<file path="src/rtl/yield_pkg.sv">
// Shared types and defaults for the yield collector.
// Provides the FSM state enum, default sizes and count width helper.
package yield_pkg;

    typedef enum logic [1:0] {
        IDLE,
        COLLECT,
        DRAIN,
        DONE
    } yc_state_t;

    localparam int WIDTH_DEF = 32;
    localparam int NOUT_DEF  = 2;
    localparam int DEPTH_DEF = 8;

    // Width needed to hold an occupancy of 0..depth.
    function automatic int count_w(input int depth);
        return $clog2(depth + 1);
    endfunction

endpackage

</file>
<file path="src/rtl/yield_fifo_mem.sv">
// Tuple FIFO storage: sync write, async (fall-through) read, count-based flags.
// Ports: clk, rst_n, clear, push, pop, wdata, rdata, count, full, empty.
module yield_fifo_mem
    import yield_pkg::*;
#(
    parameter int WIDTH = WIDTH_DEF,
    parameter int NOUT  = NOUT_DEF,
    parameter int DEPTH = DEPTH_DEF
) (
    input  logic                      clk,
    input  logic                      rst_n,
    input  logic                      clear,
    input  logic                      push,
    input  logic                      pop,
    input  logic [NOUT*WIDTH-1:0]     wdata,
    output logic [NOUT*WIDTH-1:0]     rdata,
    output logic [count_w(DEPTH)-1:0] count,
    output logic                      full,
    output logic                      empty
);

    localparam int DW = NOUT * WIDTH;
    localparam int AW = $clog2(DEPTH);
    localparam int CW = count_w(DEPTH);

    localparam logic [AW-1:0] P_ONE = AW'(1);
    localparam logic [CW-1:0] C_ONE = CW'(1);

    logic [DW-1:0] mem [DEPTH];
    logic [AW-1:0] wr_ptr;
    logic [AW-1:0] rd_ptr;

    // Flags come from the occupancy, so a full FIFO with equal
    // pointers is never mistaken for an empty one.
    assign full  = (count == CW'(DEPTH));
    assign empty = (count == '0);
    assign rdata = mem[rd_ptr];

    always_ff @(posedge clk) begin
        if (push) begin
            mem[wr_ptr] <= wdata;
        end
    end

    always_ff @(posedge clk or negedge rst_n) begin
        if (!rst_n) begin
            wr_ptr <= '0;
            rd_ptr <= '0;
            count  <= '0;
        end else if (clear) begin
            wr_ptr <= '0;
            rd_ptr <= '0;
            count  <= '0;
        end else begin
            if (push) begin
                wr_ptr <= wr_ptr + P_ONE;
            end
            if (pop) begin
                rd_ptr <= rd_ptr + P_ONE;
            end
            case ({push, pop})
                2'b10:   count <= count + C_ONE;
                2'b01:   count <= count - C_ONE;
                default: count <= count;
            endcase
        end
    end

endmodule

</file>
<file path="src/rtl/yield_collector.sv">
// Captures generator output tuples into a FIFO and replays them on a
// ready/valid stream; flags overflow and run completion.
// Ports: _clock, _reset_n, _start, _in_valid/_in_data/_in_done (producer),
// _out_valid/_out_ready/_out_data/_out_last (sink), _count, _overflow, _done.
module yield_collector
    import yield_pkg::*;
#(
    parameter int WIDTH = WIDTH_DEF,
    parameter int NOUT  = NOUT_DEF,
    parameter int DEPTH = DEPTH_DEF
) (
    input  logic                      _clock,
    input  logic                      _reset_n,
    input  logic                      _start,
    input  logic                      _in_valid,
    input  logic [NOUT*WIDTH-1:0]     _in_data,
    input  logic                      _in_done,
    output logic                      _out_valid,
    input  logic                      _out_ready,
    output logic [NOUT*WIDTH-1:0]     _out_data,
    output logic                      _out_last,
    output logic [count_w(DEPTH)-1:0] _count,
    output logic                      _overflow,
    output logic                      _done
);

    localparam int DW = NOUT * WIDTH;
    localparam int CW = count_w(DEPTH);

    yc_state_t     state;
    yc_state_t     state_nx;
    logic          done_seen;
    logic          push;
    logic          pop;
    logic          drop;
    logic          full;
    logic          empty;
    logic [DW-1:0] rdata;

    yield_fifo_mem #(
        .WIDTH (WIDTH),
        .NOUT  (NOUT),
        .DEPTH (DEPTH)
    ) u_fifo (
        .clk   (_clock),
        .rst_n (_reset_n),
        .clear (_start),
        .push  (push),
        .pop   (pop),
        .wdata (_in_data),
        .rdata (rdata),
        .count (_count),
        .full  (full),
        .empty (empty)
    );

    // A flush discards any handshake in the same cycle.
    assign _out_valid = !empty;
    assign pop  = _out_valid && _out_ready && !_start;
    // A concurrent pop frees a slot, so a full FIFO still accepts.
    assign push = (state == COLLECT) && _in_valid && !_start
                  && (!full || pop);
    assign drop = (state == COLLECT) && _in_valid && !_start
                  && full && !pop;

    // Storage is not reset, so mask data while nothing is presented.
    assign _out_data = _out_valid ? rdata : '0;
    assign _out_last = _out_valid && (_count == CW'(1))
                       && (state == DRAIN);
    assign _done     = (state == DONE);

    always_ff @(posedge _clock or negedge _reset_n) begin
        if (!_reset_n) begin
            state <= IDLE;
        end else begin
            state <= state_nx;
        end
    end

    always_comb begin
        state_nx = state;
        case (state)
            IDLE: begin
                state_nx = IDLE;
            end
            COLLECT: begin
                if (_in_done || done_seen) begin
                    state_nx = DRAIN;
                end
            end
            DRAIN: begin
                if (empty) begin
                    state_nx = DONE;
                end
            end
            DONE: begin
                state_nx = DONE;
            end
            default: begin
                state_nx = IDLE;
            end
        endcase
        if (_start) begin
            state_nx = COLLECT;
        end
    end

    always_ff @(posedge _clock or negedge _reset_n) begin
        if (!_reset_n) begin
            done_seen <= 1'b0;
        end else if (_start) begin
            done_seen <= 1'b0;
        end else if (state == COLLECT && _in_done) begin
            done_seen <= 1'b1;
        end
    end

    always_ff @(posedge _clock or negedge _reset_n) begin
        if (!_reset_n) begin
            _overflow <= 1'b0;
        end else if (_start) begin
            _overflow <= 1'b0;
        end else if (drop) begin
            _overflow <= 1'b1;
        end
    end

endmodule

</file>
<file path="config.mk">
export PLATFORM = sky130hd
export DESIGN_NAME = yield_collector
export DESIGN_NICKNAME = d
export VERILOG_FILES = /design/src/rtl/yield_pkg.sv /design/src/rtl/yield_fifo_mem.sv /design/src/rtl/yield_collector.sv
export SDC_FILE = /design/constraint.sdc
export NUM_CORES = 1
export LEC_CHECK = 0
export CORE_MARGIN = 2
export CORE_UTILIZATION = 35
export DETAILED_ROUTE_END_ITERATION = 12
export GPL_TIMING_DRIVEN = 0
export HOLD_SLACK_MARGIN = 0.05
export PLACE_DENSITY = 0.57
export SETUP_SLACK_MARGIN = 0.2
export SYNTH_ARGS = -nofsm -noshare
export SYNTH_HDL_FRONTEND = slang
export SYNTH_SLANG_ARGS = --single-unit
</file>
<file path="constraint.sdc">
create_clock -name _clock -period 11.4 [get_ports _clock]
set_clock_uncertainty 0.2 [all_clocks]
set_input_delay 1.71 -clock _clock [delete_from_list [all_inputs] [get_ports _clock]]
set_output_delay 1.71 -clock _clock [all_outputs]
set_load 0.01 [all_outputs]
</file>
Word-level counts from Yosys, hierarchy flattened:

Memory sizes are Yosys's and may differ from the RTL's.
Cells that the tools add are included.

* reduce and logical (&&, ||, !) cells: 24
* eq/ne operators: 9
* multiplexer cells: 17
* add/subtract/negate cells: 4

Operators with widths (count)
* two-way mux 64 bit: 1
* two-way mux 3 bit: 4
* logical AND 1 bit: 10
* one-hot mux 2 bit (4 select lines): 1
* one-hot mux 4 bit (2 select lines): 1
* nonzero test 2 bit: 4
* adder 3 x 1 -> 3 bit (second input constant): 2
* equality test 2 bit (second input constant): 3
* two-way mux 1 bit: 6
* two-way mux 2 bit: 3
* adder 4 x 1 -> 4 bit (second input constant): 1
* equality test 2 x 1 -> 1 bit (second input constant): 2
* equality test 4 x 1 -> 1 bit (second input constant): 1
* equality test 4 bit (second input constant): 1
* logical NOT 1 bit: 4
* logical NOT 4 bit: 1
* two-way mux 4 bit: 1
* subtractor 4 x 1 -> 4 bit (second input constant): 1
* != test 3 x 2 -> 1 bit (second input constant): 1
* != test 3 bit (second input constant): 1
* nonzero test 3 bit: 1
* logical NOT 2 bit: 1
* logical OR 1 bit: 2
* AND reduction 2 bit: 1

* input bits: 70
* logic and storage cells: 61
* output and inout port bits: 72
* bits in writable memories: 512
* register bits after elaboration: 14
* memories kept: 1

Memories
* u_fifo.mem: words 8, width 64, rd ports 1, clocked after memory_dff 0, write ports 1, RTL line yield_fifo_mem.sv:29 `logic [DW-1:0] mem [DEPTH];`

Depth between registers and ports, before layout:

Gate-level depths: netlist (run 1).

* depth after elaboration: 9
* mapped depth: 7
* gate-level depth less buffers: 7

Modules after synthesis:

From an unflattened synthesis (run 1), not the netlist that was laid out.

* cell total of the unflattened synthesis: 910
* area total of the unflattened synthesis: 20524.7 µm²

Modules (own cells, without submodules)
* yield_fifo_mem: sequential area each 15625.0 µm², area each 19855.3 µm², cells an instance 814, instances 1
* yield_collector: sequential area each 100.1 µm², area each 669.4 µm², cells an instance 96, instances 1

Least setup slack after synthesis (run 1):

OpenSTA, ideal clock, no wires.

* kind: input-to-reg
* start: input port _start
* end: memory u_fifo.mem[0][0] in the netlist's numbering (enable)
* arrival: 6.919 ns
* setup slack: 3.717 ns
* setup time: 0.565 ns
* path buffers: 1
* stages: 5
* path through: buf_6 > and4bb_2 > o21ai_1 > or2_1 > nor3_1

* word-level cells in the longest chain between the ends: 6

Ends and longest elaborated chain
* start, declared: RTL line yield_collector.sv:14 `input logic _start,`
* logical NOT 1 bit (*): RTL line yield_collector.sv:59, yield_collector.sv:61
* logical AND 1 bit: RTL line yield_collector.sv:59 `assign pop = _out_valid && _out_ready && !_start;`
* logical OR 1 bit: RTL line yield_collector.sv:62 `&& (!full || pop);`
* logical AND 1 bit (*): RTL line yield_collector.sv:62
* two-way mux 1 bit (*): RTL line yield_fifo_mem.sv:40 `if (push) begin`
* two-way mux 1 bit (not written as such) (*): RTL line yield_fifo_mem.sv:41 `mem[wr_ptr] <= wdata;`
* end, declared: RTL line yield_fifo_mem.sv:29

Every way passes the cells marked *; elsewhere a longest branch is shown, timed or not.

Worst setup path after layout (run 1):

* start: register u_fifo.count[1]
* end: output port _out_data[46]

* word-level cells in the longest chain between the ends: 2

Ends and longest elaborated chain
* start, declared: RTL line yield_fifo_mem.sv:17 `output logic [count_w(DEPTH)-1:0] count,`
* start signal, assigned: RTL line yield_fifo_mem.sv:62 `2'b10: count <= count + C_ONE;`
* start signal, assigned: RTL line yield_fifo_mem.sv:63 `2'b01: count <= count - C_ONE;`
* start signal, assigned: RTL line yield_fifo_mem.sv:64 `default: count <= count;`
* logical NOT 4 bit: RTL line yield_fifo_mem.sv:36 `assign empty = (count == '0);`
* two-way mux 64 bit: RTL line yield_collector.sv:67 `assign _out_data = _out_valid ? rdata : '0;`
* end, declared: RTL line yield_collector.sv:20 `output logic [NOUT*WIDTH-1:0] _out_data,`

Every way passes these cells.

==> results.toml, run 1 <==
[outcome]
status = "finished, final reports clean"

[logic_synthesis]
ys_warn_count = 0
seq_area_frac_synth_pct = 77.6
synth_cell_type_count = 45
syn-num-nets = 992
syn_inst = 917
synthArstFlopShare_pct = 2.66
synth_area_um2 = 20300
avgSynthCellArea_um2 = 22.1
synth_seq_cells = 526
synth_edf_count = 512
ys.flop_type = "edfxtp_1"

[pwr]
peakVddDrop_mv = 0.109
p_leak_nw = 7.68
report.power.total_mw = 5.29
p_per_area_nw_per_um2 = 212

[drt]
antenna_left = 0
avgViaCountPerCell = 4.93
drtIter0Drc = 602
drc = 0
wl_per_cell_um = 22.8
num_vias = 9647
totalWireLength_um = 44600
firstDrtPassIters = 4

[sta]
finalCriticalPeriod_ps = 5930
max_clock_freq_ghz = 0.169
slew_headroom_pct = 23.7
setup_viol = 0
fin_crit_sh_pct = 52.0
worst_pin_slew_ps = 1140
rsz0062_at_grt = "no"
tns_ps = 0
finalWorstSetupSlack_ps = 5470
maxSlewViolCount = 0
finalHoldViolCount = 0

[grt]
grt_pass1_wl_um = 66200
grt_max_degree = 23
first_global_vias = 10300
grt_use_total_pct = 15.0
grt-ovfl-total = 0
antenna_found_initial = 6

[worst_setup_path]
crit_slowest_cell = "clkbuf_1"
slowest_delay_ps = 890
crit_arrival_ps = 4020
required_ps = 9490
cp_cell_sequence = "inv_1 -> ha_1 -> nor3b_2 -> clkbuf_1 -> clkbuf_1 -> nor2_1 -> clkdlybuf4s50_1"
cp.depth = 7
critPathTopFamily = "buffers and inverters"
worstSetupEndpointType = "output pin"
cp-start-kind = "flip-flop"
crit_type = "flip-flop to output pin"
cp_max_fo = 10
r2r_cells = 10
path_buf_inv = 4
critPathMostFrequentCell = "clkbuf_1"

[cts]
cts_sinks = 526
clockBufferDepth = 3
root_buffer = "clkbuf_16"
cts_hold_buf = 0
clkTransAtPathRegs_ps = 60
h-tree-depth = 2
cts_tree = "done"
insertion_delay_ps = 580
cts_resized = 0
cts_setup_buffers = 0
numCtsBuffers = 53

[cells_and_area]
seq_area_um2 = 15700
antenna_cells = 0
final_cells = 1955
n_fill_cell = 5017
syn2layout_area_growth_pct = 23.2
drive_gt1_share_pct = 22.7
fin_util_pct = 43.4
multi_input_area_um2 = 4370
fin_nets = 1221

[floorplanning]
die_w_um = 245
die_y_um = 245
die_area_um2 = 59900
start_util_pct = 35.3
core_region_area_um2 = 57500
io_pins = 142
rows = 88

[flow_run]
drv_cap = 0

[placed_design]
gp_congestion = 0.730
post-dp-hpwl_um = 28600
placed_cells = 1856
io_buffers = 140
pre_cts_slack_ps = 5950

[worst_hold_path]
hold_depth = 2
worstHoldPathType = "flip-flop to flip-flop"
## synth_stat cells, drive strengths merged, types with 2 or more instances
library cell	n	area share (%)
o211ai	2	0.074
nor2	78	1.4
mux4	128	14
a211oi	2	0.074
dfrtp	14	1.7
nand2	5	0.093
clkbuf	14	0.26
nand3	3	0.074
ha	5	0.31
edfxtp	512	76
and2	2	0.062
nor3	8	0.22
inv	7	0.13
buf	31	0.76
mux2i	65	3.2
nand2b	4	0.12
o21ai	7	0.17
a21oi	7	0.17
xor2	2	0.086
nor3b	2	0.099
## final timing paths
path                                endpoint  slack [ps]       startpoint
max in group asynchronous   u_fifo.wr_ptr[1]        9180         _reset_n
max reg2reg                u_fifo.mem[0][32]        7750  u_fifo.count[1]
min in group asynchronous           state[1]        1360         _reset_n
max                            _out_data[46]        5470  u_fifo.count[1]
min                                done_seen         340        done_seen
min reg2reg                        done_seen         340        done_seen
## report_power, final
group          internal [mW]  total, mW  switching (mW)
combinational          0.713       1.40           0.689
clock                  0.994       1.71           0.712
sequential              2.16       2.18          0.0245
total                   3.86       5.29            1.43
## area by class of cell
cell class                 instances  area share [%]
multi-input combinational        339            17.5
tap                              765            3.83
buffer                            45           0.827
inverter                           7           0.105
timing repair buffer             174            7.96
clock inverter                    30            1.07
sequential                       526            63.0
clock buffer                      69            5.72
## cells in the final DEF (no fill, tap or decap), types with 4 or more instances in the layout
master,count
clkbuf_1,28
clkbuf_16,55
nor3_1,5
buf_6,15
buf_1,8
clkdlybuf4s50_1,140
buf_2,21
dfrtp_1,14
o21ai_0,5
clkinv_1,14
mux2i_1,65
ha_1,5
nand2_1,5
mux4_2,128
nand2b_1,4
buf_16,5
inv_1,7
nor2_1,72
a21oi_1,7
buf_12,13
edfxtp_1,512
bufinv_16,5
nor2_4,6
clkinv_2,8
## kinds of logic after synthesis
family | synth area share [%]
compound gates | 0.777
mux | 17.5
flops | 77.6
simple gates | 2.65
buf+inv | 1.15
fa+ha+maj | 0.309
xor+xnor | 0.0864
## layer usage
metal	up-vias	routed length (µm)	track usage, %	part of all wire [%]
met5	-	59	0	0.13
met4	12	868	4.21	1.9
met3	76	2050	3.11	4.6
met2	182	21900	24.7	49
met1	5105	19800	20.3	44
li1	4272	-	-	-
## metrics by stage
| stage | hold WS (ps) | area, µm² |
|---|---|---|
| 2_1_floorplan | 280 | 20300 |
| 3_3_place_gp | 302 | 22600 |
| 3_5_place_dp | 335 | 23300 |
| 4_1_cts | 348 | 25000 |
| 5_1_grt | 371 | 25000 |
| 6_report | 337 | 25000 |
## tightest hold or removal path: stages, from the launching register on
cell     delay (ps)
dfrtp_1         370
a31oi_1          50
nor2_1           80
## registers in the layout (all words and copies together), names as in the netlist
signal	count
u_fifo.wr_ptr	3
u_fifo.mem	512
u_fifo.rd_ptr	3
_overflow	1
u_fifo.count	4
done_seen	1
state	2
Note: power is estimated with default switching activity, not from simulation.
==> inputs of run 2 (changes only) <==
Settings changed: PLACE_DENSITY 0.57 to 0.59.
Clock period 11.4 ns to 4.8 ns, I/O delays scaled along.
==> results.toml, run 2 (synthesis results as in run 1) <==
[worst_hold_path]
hold_end = "u_fifo.count[0]"
hp-start = "_start"
hold_depth = 2
worstHoldPathType = "input port to flip-flop"

[floorplanning]
rows = 88
io_pins = 142
die_w_um = 245
core_region_area_um2 = 57500
die_area_um2 = 59900
die_y_um = 245
start_util_pct = 35.3

[sta]
rsz0062_at_grt = "no"
tns_ps = 0
worst_pin_slew_ps = 931
finalCriticalPeriod_ps = 4310
fin_crit_sh_pct = 89.7
maxSlewViolCount = 0
worst_hold_slack_ps = 140
finalHoldViolCount = 0
setup_viol = 0
slew_headroom_pct = 38.0
max_clock_freq_ghz = 0.232

[drt]
wl_met2_um = 22300
dr.max_layer_used = "met5"
antenna_left = 0
num_vias = 9531
totalWireLength_um = 43600
wl_met1_um = 18300
firstDrtPassIters = 4
wl_per_cell_um = 22.4
met3WireLength_um = 2110
avgViaCountPerCell = 4.91
drtIter0Drc = 649
drc = 0

[worst_setup_path]
slowest_delay_ps = 520
crit-reg2reg-launch = "u_fifo.count[1]"
cp_cell_sequence = "inv_1 -> ha_1 -> nor3b_2 -> buf_2 -> clkbuf_2 -> nor2_1 -> clkdlybuf4s50_1"
r2r-end = "u_fifo.mem[1][43]"
critPathTopFamily = "buffers and inverters"
crit_arrival_ps = 3390
crit_slowest_cell = "buf_2"
path_buf_inv = 4
worstSetupEndpointType = "output pin"
cp-start-kind = "flip-flop"
crit_type = "flip-flop to output pin"
r2r_cells = 8
cp_max_fo = 10
required_ps = 3880
r2r_slack_ps = 1540

[placed_design]
placed_cells = 1848
place_area_um2 = 23300
io_buffers = 140
gp_congestion = 0.716
post-dp-hpwl_um = 28100

[pwr]
peakVddDrop_mv = 0.267
p_leak_nw = 7.59
p_per_area_nw_per_um2 = 494

[cts]
root_buffer = "clkbuf_16"
clockBufferDepth = 3
clkTransAtPathRegs_ps = 60
h-tree-depth = 2
cts_tree = "done"
cts_setup_buffers = 0
cts_sinks = 526
insertion_delay_ps = 580
cts_hold_buf = 0
numCtsBuffers = 52

[cells_and_area]
final_cell_area_um2 = 24800
largest_reg_flops = 512
drive_gt1_share_pct = 22.3
final_cells = 1941
fin_util_pct = 43.2
layout_commonest_cell = "edfxtp_1"
reg.largest.list = "u_fifo.mem (512), u_fifo.count (4)"
n_fill_cell = 4964
syn2layout_area_growth_pct = 22.5
fin_nets = 1212
largest_register = "u_fifo.mem"
layout_common_cells = "512 x edfxtp_1, 140 x clkdlybuf4s50_1, 128 x mux4_2"

[grt]
grt_pass1_wl_um = 65200
antenna_found_initial = 6
first_global_vias = 10200
grt_max_degree = 25
grt_use_total_pct = 14.7
grt-ovfl-total = 0

[flow_run]
drv_cap = 0

[outcome]
status = "finished, final reports clean"
==> run 2: timing repair <==
item	4_1_cts	5_1_grt
gates resized for setup	3	2
endpoints found under the hold margin	0	0
endpoints found under the setup margin	50	11
==> run 2: power by group <==
part	switching (mW)	internal, mW	total, mW
Clock	1.65	2.12	3.77
Sequential	0.0553	5.12	5.17
Combinational	1.61	1.70	3.32
==> run 2: per-layer routing <==
metal	vias to the layer above	global-route usage, %
li1	4253	-
met4	10	4.07
met5	-	0
met3	65	3.11
met1	5018	18.7
met2	185	25.6
==> run 2: through the flow <==
| stage | total power, mW | setup slack (ps) |
|---|---|---|
| 2_1_floorplan | 7.19 | -172 |
| 3_3_place_gp | 8.64 | -3680 |
| 3_5_place_dp | 8.68 | 377 |
| 4_1_cts | 12.5 | 275 |
| 5_1_grt | 12.8 | 242 |
| 6_report | 12.3 | 495 |
==> run 2: area by class of cell <==
cell class              count  area [µm²]  share of cell area [%]
diodes                      1        2.50                  0.0101
plain buffers              45         211                   0.851
clock buffers              64        1370                    5.51
clock inverters            28         186                   0.751
inverters                   7        26.3                   0.106
multi-input cells         339        4390                    17.7
flip-flops and latches    526       15700                    63.3
well taps                 765         957                    3.85
repair buffers            166        1970                    7.94
==> run 2: worst register-to-register path: stages, from the launching register on <==
cell and delay, ps:
dfrtp_1 480, inv_1 130, ha_1 260, nand3b_1 180
o211ai_1 370, nor3_4 730, buf_16 240, buf_8 200
buf_8 180
==> run 2: how the worst max path moves through the flow <==
stage | cells past startpoint | slack, ps | end | startpoint
after floorplan | 5 | -170 | u_fifo.mem[6][0] | _start
after global placement | 5 | -3680 | u_fifo.mem[6][34] | _in_valid
after detailed placement | 7 | 380 | _out_data[37] | u_fifo.count[1]
after CTS | 7 | 270 | _out_data[22] | u_fifo.count[1]
after global routing | 7 | 240 | _out_data[37] | u_fifo.count[1]
final | 7 | 490 | _out_data[48] | u_fifo.count[1]
==> inputs of run 3 (changes only) <==
Settings changed: PLACE_DENSITY 0.59 to unset, PLACE_DENSITY_LB_ADDON set to 0.12, RECOVER_POWER set to 25.
==> results.toml, run 3 (synthesis results as in run 1) <==
[outcome]
status = "finished, final reports clean"

[worst_setup_path]
crit_arrival_ps = 3440
worstSetupEndpointType = "output pin"
r2r-end = "u_fifo.mem[4][34]"
critPathMostFrequentCell = "clkbuf_2"
cp-start-kind = "flip-flop"
r2r_cells = 9
crit_slowest_cell = "clkdlybuf4s50_1"
cp_max_fo = 10
startpoint = "u_fifo.count[1]"
required_ps = 3880
crit_type = "flip-flop to output pin"
slowest_delay_ps = 520
cp_cell_sequence = "inv_1 -> ha_1 -> nor3b_2 -> clkbuf_2 -> clkbuf_2 -> nor2_1 -> clkdlybuf4s50_1"
crit-reg2reg-launch = "u_fifo.count[1]"
r2r_slack_ps = 1400

[cts]
clkTransAtPathRegs_ps = 60
cts_tree = "done"
insertion_delay_ps = 590
cts_setup_buffers = 0
clockBufferDepth = 3
h-tree-depth = 2
cts_resized = 5
numCtsBuffers = 56
cts_hold_buf = 0
root_buffer = "clkbuf_16"
cts_sinks = 526

[sta]
slew_headroom_pct = 35.0
setup_viol = 0
maxSlewViolCount = 0
worst_hold_slack_ps = 139
fin_crit_sh_pct = 90.8
max_clock_freq_ghz = 0.230
finalHoldViolCount = 0
worst_pin_slew_ps = 975
finalWorstSetupSlack_ps = 443
rsz0062_at_grt = "no"
finalCriticalPeriod_ps = 4360

[cells_and_area]
layout_commonest_cell = "edfxtp_1"
reg.largest.list = "u_fifo.mem (512), u_fifo.count (4)"
n_fill_cell = 5029
largest_reg_flops = 512
multi_input_area_um2 = 4390
syn2layout_area_growth_pct = 23.7
seq_area_um2 = 15700
final_cell_area_um2 = 25100
fin_nets = 1218
drive_gt1_share_pct = 23.3
layout_common_cells = "512 x edfxtp_1, 128 x mux4_2, 100 x clkdlybuf4s50_1"
largest_register = "u_fifo.mem"
final_cells = 1952

[drt]
drtIter0Drc = 617
wl_per_cell_um = 23.4
avgViaCountPerCell = 4.97
firstDrtPassIters = 5
drc = 0
antenna_left = 0
num_vias = 9692
totalWireLength_um = 45700

[pwr]
report.power.total_mw = 12.7
p_per_area_nw_per_um2 = 506
p_leak_nw = 7.72
peakVddDrop_mv = 0.309

[flow_run]
drv_cap = 0

[placed_design]
placed_cells = 1850
post-dp-hpwl_um = 29300
place_area_um2 = 23300
pre_cts_slack_ps = 367
io_buffers = 140
gp_congestion = 0.709

[floorplanning]
rows = 88
core_region_area_um2 = 57500
die_y_um = 245
io_pins = 142
die_area_um2 = 59900
die_w_um = 245
start_util_pct = 35.3

[worst_hold_path]
hold_depth = 2
worstHoldPathType = "input port to flip-flop"
hp-start = "_start"
hold_end = "u_fifo.count[0]"

[grt]
antenna_found_initial = 8
grt_use_total_pct = 15.6
grt_max_degree = 24
first_global_vias = 10300
grt_pass1_wl_um = 68700
grt-ovfl-total = 0
==> run 3: critical path, delay by kind of cell, from the launching register on <==
| family | cells | cell delay, ps |
|---|---|---|
| buf+inv | 4 | 1540 |
| simple gates | 2 | 530 |
| flops | 1 | 480 |
| fa+ha+maj | 1 | 280 |
==> run 3: final cells by class <==
type / count / share of cell area [%]
flip-flops and latches: 526 / 62.7
multi-input cells: 339 / 17.5
repair buffers: 168 / 8.07
clock buffers: 64 / 5.79
well taps: 765 / 3.82
clock inverters: 35 / 1.17
plain buffers: 45 / 0.853
inverters: 7 / 0.105
diodes: 3 / 0.0299
==> run 3: per-stage QoR <==
stage,setup TNS (ps),util [%]
final,0,43.6
after global routing,0,43.6
after CTS,0,43.6
after detailed placement,0,40.6
after global placement,-1858820,39.4
after floorplan,-33110,-
==> run 3: layer usage <==
metal  part of all wire, %  track usage, %  wire length, µm  vias up
li1                      -               -                -     4272
met3                   5.4            3.40             2460       83
met4                   2.0            4.21              915       12
met1                    45            22.0            20500     5120
met5                  0.17               0               77        -
met2                    48            24.7            21700      205
==> run 3: power breakdown <==
part / switching, mW / leakage [nW] / internal, mW / total, mW
Clock: 1.73 / 0.852 / 2.42 / 4.14
Combinational: 1.67 / 2.07 / 1.70 / 3.38
Sequential: 0.0585 / 4.80 / 5.12 / 5.18
==> run 3: how the worst max path moves through the flow <==
stage                     depth (start not counted)  slack (ps)                 to
after global placement                            5       -3950  u_fifo.mem[6][40]
after floorplan                                   5        -170   u_fifo.mem[6][0]
final                                             7         440      _out_data[44]
after detailed placement                          7         370      _out_data[44]
after CTS                                         7         370      _out_data[44]
after global routing                              7         240      _out_data[29]
